===== src/rtl/pwm_pkg.sv =====
// Shared constants for the PWM bank: CTRL bit positions and register-map helpers.
package pwm_pkg;

  localparam int CTRL_EN     = 0;
  localparam int CTRL_FADE   = 1;
  localparam int CTRL_BITS   = 2;
  localparam int STATUS_BUSY = 0;

  // CTRL sits right after the per-channel TARGET registers, STATUS after CTRL.
  function automatic int addr_ctrl(input int channels);
    return channels;
  endfunction

  function automatic int addr_status(input int channels);
    return channels + 1;
  endfunction

endpackage


===== src/rtl/pwm_channel.sv =====
// One PWM lane: TARGET register, CUR shadow duty (loaded/faded at wrap), registered compare.
module pwm_channel #(
  parameter int WIDTH = 8
) (
  input  logic             clk,
  input  logic             rst_n,
  input  logic [WIDTH-1:0] cnt,
  input  logic             wrap,
  input  logic             en,
  input  logic             fade_en,
  input  logic             wr,
  input  logic [WIDTH-1:0] wr_data,
  output logic [WIDTH-1:0] target,
  output logic             busy,
  output logic             pwm
);

  logic [WIDTH-1:0] target_q, target_d;
  logic [WIDTH-1:0] cur_q, cur_d;
  logic             pwm_q, pwm_d;

  always_comb begin
    target_d = wr ? wr_data : target_q;
    cur_d    = cur_q;
    // Disabled lanes track TARGET directly; enabled lanes only move at the wrap edge,
    // which also sees the pre-write TARGET if a write lands in the same cycle.
    if (!en) begin
      cur_d = target_q;
    end else if (wrap) begin
      if (!fade_en)              cur_d = target_q;
      else if (cur_q < target_q) cur_d = cur_q + 1'b1;
      else if (cur_q > target_q) cur_d = cur_q - 1'b1;
    end
    pwm_d = en && (cnt < cur_q);
  end

  always_ff @(posedge clk or negedge rst_n) begin
    if (!rst_n) begin
      target_q <= '0;
      cur_q    <= '0;
      pwm_q    <= 1'b0;
    end else begin
      target_q <= target_d;
      cur_q    <= cur_d;
      pwm_q    <= pwm_d;
    end
  end

  assign target = target_q;
  assign busy   = (cur_q != target_q);
  assign pwm    = pwm_q;

endmodule


===== src/rtl/pwm_bank.sv =====
// N-channel PWM bank: shared prescaler and period counter, CTRL/STATUS registers, read mux.
module pwm_bank
  import pwm_pkg::*;
#(
  parameter int CHANNELS = 8,
  parameter int WIDTH    = 8,
  parameter int PRESCALE = 47,
  parameter int ADDR_W   = 5
) (
  input  logic                clk,
  input  logic                rst_n,
  input  logic                wr_en,
  input  logic                rd_en,
  input  logic [ADDR_W-1:0]   addr,
  input  logic [WIDTH-1:0]    wr_data,
  output logic [WIDTH-1:0]    rd_data,
  output logic                rd_valid,
  output logic [CHANNELS-1:0] pwm_out,
  output logic                period_start
);

  localparam int                PW         = (PRESCALE > 1) ? $clog2(PRESCALE) : 1;
  localparam logic [PW-1:0]     PRESC_LAST = PW'(PRESCALE - 1);
  localparam logic [WIDTH-1:0]  CNT_LAST   = {{(WIDTH-1){1'b1}}, 1'b0};
  localparam logic [ADDR_W-1:0] A_CTRL     = ADDR_W'(addr_ctrl(CHANNELS));
  localparam logic [ADDR_W-1:0] A_STATUS   = ADDR_W'(addr_status(CHANNELS));

  logic [PW-1:0]              presc_q, presc_d;
  logic [WIDTH-1:0]           cnt_q, cnt_d;
  logic [CTRL_BITS-1:0]       ctrl_q, ctrl_d;
  logic                       ps_q, ps_d;
  logic [WIDTH-1:0]           rd_data_q, rd_data_d;
  logic                       rd_valid_q, rd_valid_d;

  logic                       en, tick, wrap;
  logic [CHANNELS-1:0]        ch_wr, busy;
  logic [CHANNELS-1:0][WIDTH-1:0] tgt;

  assign en   = ctrl_q[CTRL_EN];
  assign tick = en && (presc_q == PRESC_LAST);
  assign wrap = tick && (cnt_q == CNT_LAST);

  always_comb begin
    presc_d = '0;
    cnt_d   = '0;
    if (en) begin
      presc_d = tick ? '0 : presc_q + 1'b1;
      cnt_d   = cnt_q;
      if (tick) cnt_d = wrap ? '0 : cnt_q + 1'b1;
    end

    ctrl_d = ctrl_q;
    if (wr_en && addr == A_CTRL) ctrl_d = wr_data[CTRL_BITS-1:0];

    ps_d = wrap;

    // A simultaneous write suppresses the read entirely.
    rd_valid_d = rd_en && !wr_en;
    rd_data_d  = rd_data_q;
    if (rd_valid_d) begin
      rd_data_d = '0;
      for (int i = 0; i < CHANNELS; i++)
        if (addr == ADDR_W'(i)) rd_data_d = tgt[i];
      if (addr == A_CTRL)   rd_data_d[CTRL_BITS-1:0] = ctrl_q;
      if (addr == A_STATUS) rd_data_d[STATUS_BUSY]   = |busy;
    end
  end

  always_ff @(posedge clk or negedge rst_n) begin
    if (!rst_n) begin
      presc_q    <= '0;
      cnt_q      <= '0;
      ctrl_q     <= '0;
      ps_q       <= 1'b0;
      rd_data_q  <= '0;
      rd_valid_q <= 1'b0;
    end else begin
      presc_q    <= presc_d;
      cnt_q      <= cnt_d;
      ctrl_q     <= ctrl_d;
      ps_q       <= ps_d;
      rd_data_q  <= rd_data_d;
      rd_valid_q <= rd_valid_d;
    end
  end

  for (genvar g = 0; g < CHANNELS; g++) begin : g_ch
    assign ch_wr[g] = wr_en && (addr == ADDR_W'(g));

    pwm_channel #(.WIDTH(WIDTH)) u_ch (
      .clk     (clk),
      .rst_n   (rst_n),
      .cnt     (cnt_q),
      .wrap    (wrap),
      .en      (en),
      .fade_en (ctrl_q[CTRL_FADE]),
      .wr      (ch_wr[g]),
      .wr_data (wr_data),
      .target  (tgt[g]),
      .busy    (busy[g]),
      .pwm     (pwm_out[g])
    );
  end

  assign rd_data      = rd_data_q;
  assign rd_valid     = rd_valid_q;
  assign period_start = ps_q;

endmodule


===== config.mk =====
export PLATFORM = sky130hd
export DESIGN_NAME = pwm_bank
export DESIGN_NICKNAME = d
export VERILOG_FILES = /design/src/rtl/pwm_pkg.sv /design/src/rtl/pwm_channel.sv /design/src/rtl/pwm_bank.sv
export SDC_FILE = /design/constraint.sdc
export NUM_CORES = 1
export LEC_CHECK = 0
export BUFFER_PORTS_ARGS = -buffer_cell sky130_fd_sc_hd__buf_4
export CAP_MARGIN = 20
export CELL_PAD_IN_SITES_DETAIL_PLACEMENT = 1
export CELL_PAD_IN_SITES_GLOBAL_PLACEMENT = 1
export CORE_ASPECT_RATIO = 1.2
export CORE_UTILIZATION = 50
export DETAILED_ROUTE_END_ITERATION = 7
export PLACE_DENSITY_LB_ADDON = 0.1
export SETUP_SLACK_MARGIN = 0.2
export SYNTH_ARGS = -nofsm -noshare
export SYNTH_HDL_FRONTEND = slang
export SYNTH_HIERARCHICAL = 1
export SYNTH_SLANG_ARGS = --single-unit

===== constraint.sdc =====
create_clock -name clk -period 5.9 [get_ports clk]
set_input_delay 1.18 -clock clk [delete_from_list [all_inputs] [get_ports clk]]
set_output_delay 1.18 -clock clk [all_outputs]
set_load 0.02 [all_outputs]

==> run summary <==
status - finished clean
vias in the first global route - 11,900
clk_skew - 0.0135 ns
Reg clk slew, reported paths - 0.07 ns
initial cell density of the core - 0.511
Die ar. - 26,900 um2
total grt overflow - 0
total track usage - 0.324
cell count after synthesis - 1,443
die height - 179 um
cell count along the critical path - 12
worst endpoint required time - 6.27 ns
hold path cells - 2
number of I/O pins - 35
final hold slack - 0.472 ns
register area - 4060 um2
P&R area growth vs syn - 8.71%
CTS tree - yes
Hold Path End - rd_data[5]$_DFFE_PN0P_
final worst setup slack - 2.36 ns
RSZ-0062 raised after global routing - false
fin cells - 1,814
power density over cell area - 548 nW/um2
DPL Wire Length - 29,900 um
DR WL/cell - 22.7 um
# hold bufs at CTS - 0
Reg2Reg Depth - 12
post-cts sizing count - 0
Leak - 6.72 nW
number of remaining DRC errors - 0
Placeable Area - 25,600 um2
Core Util, Final - 0.556
DRT Pass-1 Iters - 5
Max clock buf depth - 2
Worst setup EP type - flip-flop
type of origin of the critical path - flip-flop
post-route antenna net violation count - 0
placed instance count - 1,780
FF-to-FF End - g_ch[2].u_ch/cur_q[7]$_DFFE_PN0P_
Setup Fix Bufs, Post-CTS - 0
yosys warns - 6
Hold Fails Final Rpt - 0
design area - 14,200 um2
row cnt - 64
share of post-route cells with drive strength above 1 - 0.121
Max IR drop VDD - 0.000360 V
EDFF count, synth - 0
Max stage delay on crit path - 0.59 ns
Slew @ Worst Pin - 1.05 ns
Worst Setup Path Type - reg -> reg
Worst path slowest cell - o21ai_0
synthesis-stage register bit count - 162
H-tree depth - 4
Port-buffer cells - 34
count of cell types in the netlist - 62
fill count - 2,999
GP Congestion - 0.867
Pwr Total - 7.80 mW
max-slew violation count - 0
Period minus WS final - 3.54 ns
Root Buffer - clkbuf_16
worst-path maximum fanout - 8
largest net degree at the start of global routing - 60
setup_tns - 0 ns
Die X - 150 um
worst min-delay path category - reg -> reg
antenna violations before repair - 0
CTS sink count - 162
max_cap viols - 0
Nets - 1,675
total number of vias - 11,200
R2R Path Start - g_ch[2].u_ch/target[6]$_DFFE_PN0P_
fmax - 283 MHz
syn avg cell area - 9.08 um2
Detailed Route Iter0 Violations - 627
final setup violation count - 0
Post-synth ARST share - 1.00
Seq/Total Area, Yosys - 0.309
mapped cell area - 13,100 um2
ys flop type - dfrtp_1
Worst R2R Setup Slack - 2.36 ns
Num CTS Buffers - 17
multi-input logic area - 8290 um2
global-route wire length before repair - 65,900 um
Worst Path Arrival - 3.91 ns
clk_lat worst skew - 0.44 ns
most used cell, CP - ha_1
pre-CTS WS - 2.32 ns
fin crit share - 0.599
WP buf/inv - 1
min-delay src - rd_data[5]$_DFFE_PN0P_
worst path cell trace - inv_1 > ha_1 > nand2_1 > o21ai_0 > or2_2 > ha_1 > a21oi_1 > o211ai_1 > o41ai_1 > nor3_1 > nor4_1 > nand3b_1
Vias/cell - 6.19
slew margin rel. - 0.299
WL final - 41,200 um
cell family with most CP delay - compound AO/OA/AOI/OAI gates
Mapped Nets - 1,648
Area after DPL - 13,700 um2
==> worst register-to-register path, cell delays in order (launching register included) <==
cell	delay [ns]
dfrtp_1	0.43
inv_1	0.09
ha_1	0.31
nand2_1	0.05
o21ai_0	0.59
or2_2	0.35
ha_1	0.27
a21oi_1	0.20
o211ai_1	0.16
o41ai_1	0.49
nor3_1	0.13
nor4_1	0.25
nand3b_1	0.14
==> where the power goes <==
group | leakage [nW] | switching [mW] | internal (mW)
sequential | 1.93 | 0.470 | 1.43
combinational | 4.52 | 2.77 | 1.99
clock | 0.270 | 0.503 | 0.639
total | 6.72 | 3.74 | 4.06
==> layer usage <==
metal	up-vias	track usage	routed length, um
met2	250	0.550	20100
met5	-	0	0
met4	0	0.134	1400
met3	84	0.0567	1660
li1	5235	-	-
met1	5657	0.406	18100
==> cell usage in the layout (no fill, tap or decap), types with 15 or more instances in the layout <==
cell type,count
mux2i_1,21
nand3b_1,16
a21o_1,33
nor3b_1,16
o211ai_2,17
nand4_1,27
nand2_1,153
clkbuf_16,17
ha_1,180
mux2_2,15
nand2b_1,15
nor3_1,29
o211ai_1,32
xor2_1,26
o21a_1,25
inv_1,153
a21oi_2,15
a21oi_1,82
o21ai_0,95
buf_4,42
o21ai_1,18
dfrtp_1,161
nand3_1,32
nor2_1,70
==> synth_stat cells (16+ instances only) <==
cell,count,share of area
nand2_1,153,0.044
nor3_1,30,0.011
o211ai_1,32,0.018
nor2_1,70,0.020
clkbuf_1,22,0.0063
xor2_1,26,0.017
nor3b_1,16,0.0092
mux2i_1,21,0.016
nand3b_1,16,0.0092
inv_1,153,0.044
nand3_1,32,0.012
nand4_1,27,0.013
a21o_1,33,0.019
o21ai_0,95,0.036
o21ai_1,18,0.0069
dfrtp_1,162,0.31
a21oi_1,82,0.031
ha_1,180,0.17
o21a_1,25,0.014
o211ai_2,17,0.016
==> cell families (layout without fill, tap and decap cells) <==
| group | after synthesis | in the layout | synth area share |
|---|---|---|---|
| simple gates | 421 | 421 | 0.160 |
| compound gates | 404 | 404 | 0.223 |
| buf+inv | 189 | 229 | 0.0589 |
| fa+ha+maj | 188 | 188 | 0.184 |
| flops | 162 | 162 | 0.309 |
| mux | 42 | 42 | 0.0392 |
| xor+xnor | 37 | 37 | 0.0247 |
| other cells | 0 | 1 | 0 |
==> layout make-up <==
type	instances	area share
multi-input cells	1092	0.582
flip-flops and latches	162	0.285
inverters	154	0.0406
clock buffers	21	0.0316
well taps	330	0.0290
repair buffers	43	0.0229
clock inverters	11	0.00913
diodes	1	0.000176
==> worst max path at each step <==
stage,slack [ns],start,endpoint
floorplan,1.04,ctrl_q[0]$_DFFE_PN0P_,g_ch[7].u_ch/cur_q[6]$_DFFE_PN0P_
global placement,2.31,addr[4],g_ch[7].u_ch/target[0]$_DFFE_PN0P_
detailed placement,2.32,addr[4],g_ch[7].u_ch/target[0]$_DFFE_PN0P_
CTS,2.36,g_ch[2].u_ch/target[6]$_DFFE_PN0P_,g_ch[2].u_ch/cur_q[7]$_DFFE_PN0P_
global route,2.09,g_ch[0].u_ch/target[6]$_DFFE_PN0P_,g_ch[0].u_ch/cur_q[7]$_DFFE_PN0P_
finish,2.36,g_ch[2].u_ch/target[6]$_DFFE_PN0P_,g_ch[2].u_ch/cur_q[7]$_DFFE_PN0P_
==> flip-flops by register name (all words and copies together), names as in the netlist <==
name              flops
cnt_q                 8
ctrl_q                2
g_ch.u_ch/cur_q      64
g_ch.u_ch/pwm         8
g_ch.u_ch/target     64
period_start          1
presc_q               6
rd_data               8
rd_valid              1
Power figures use the tool's default switching activity.
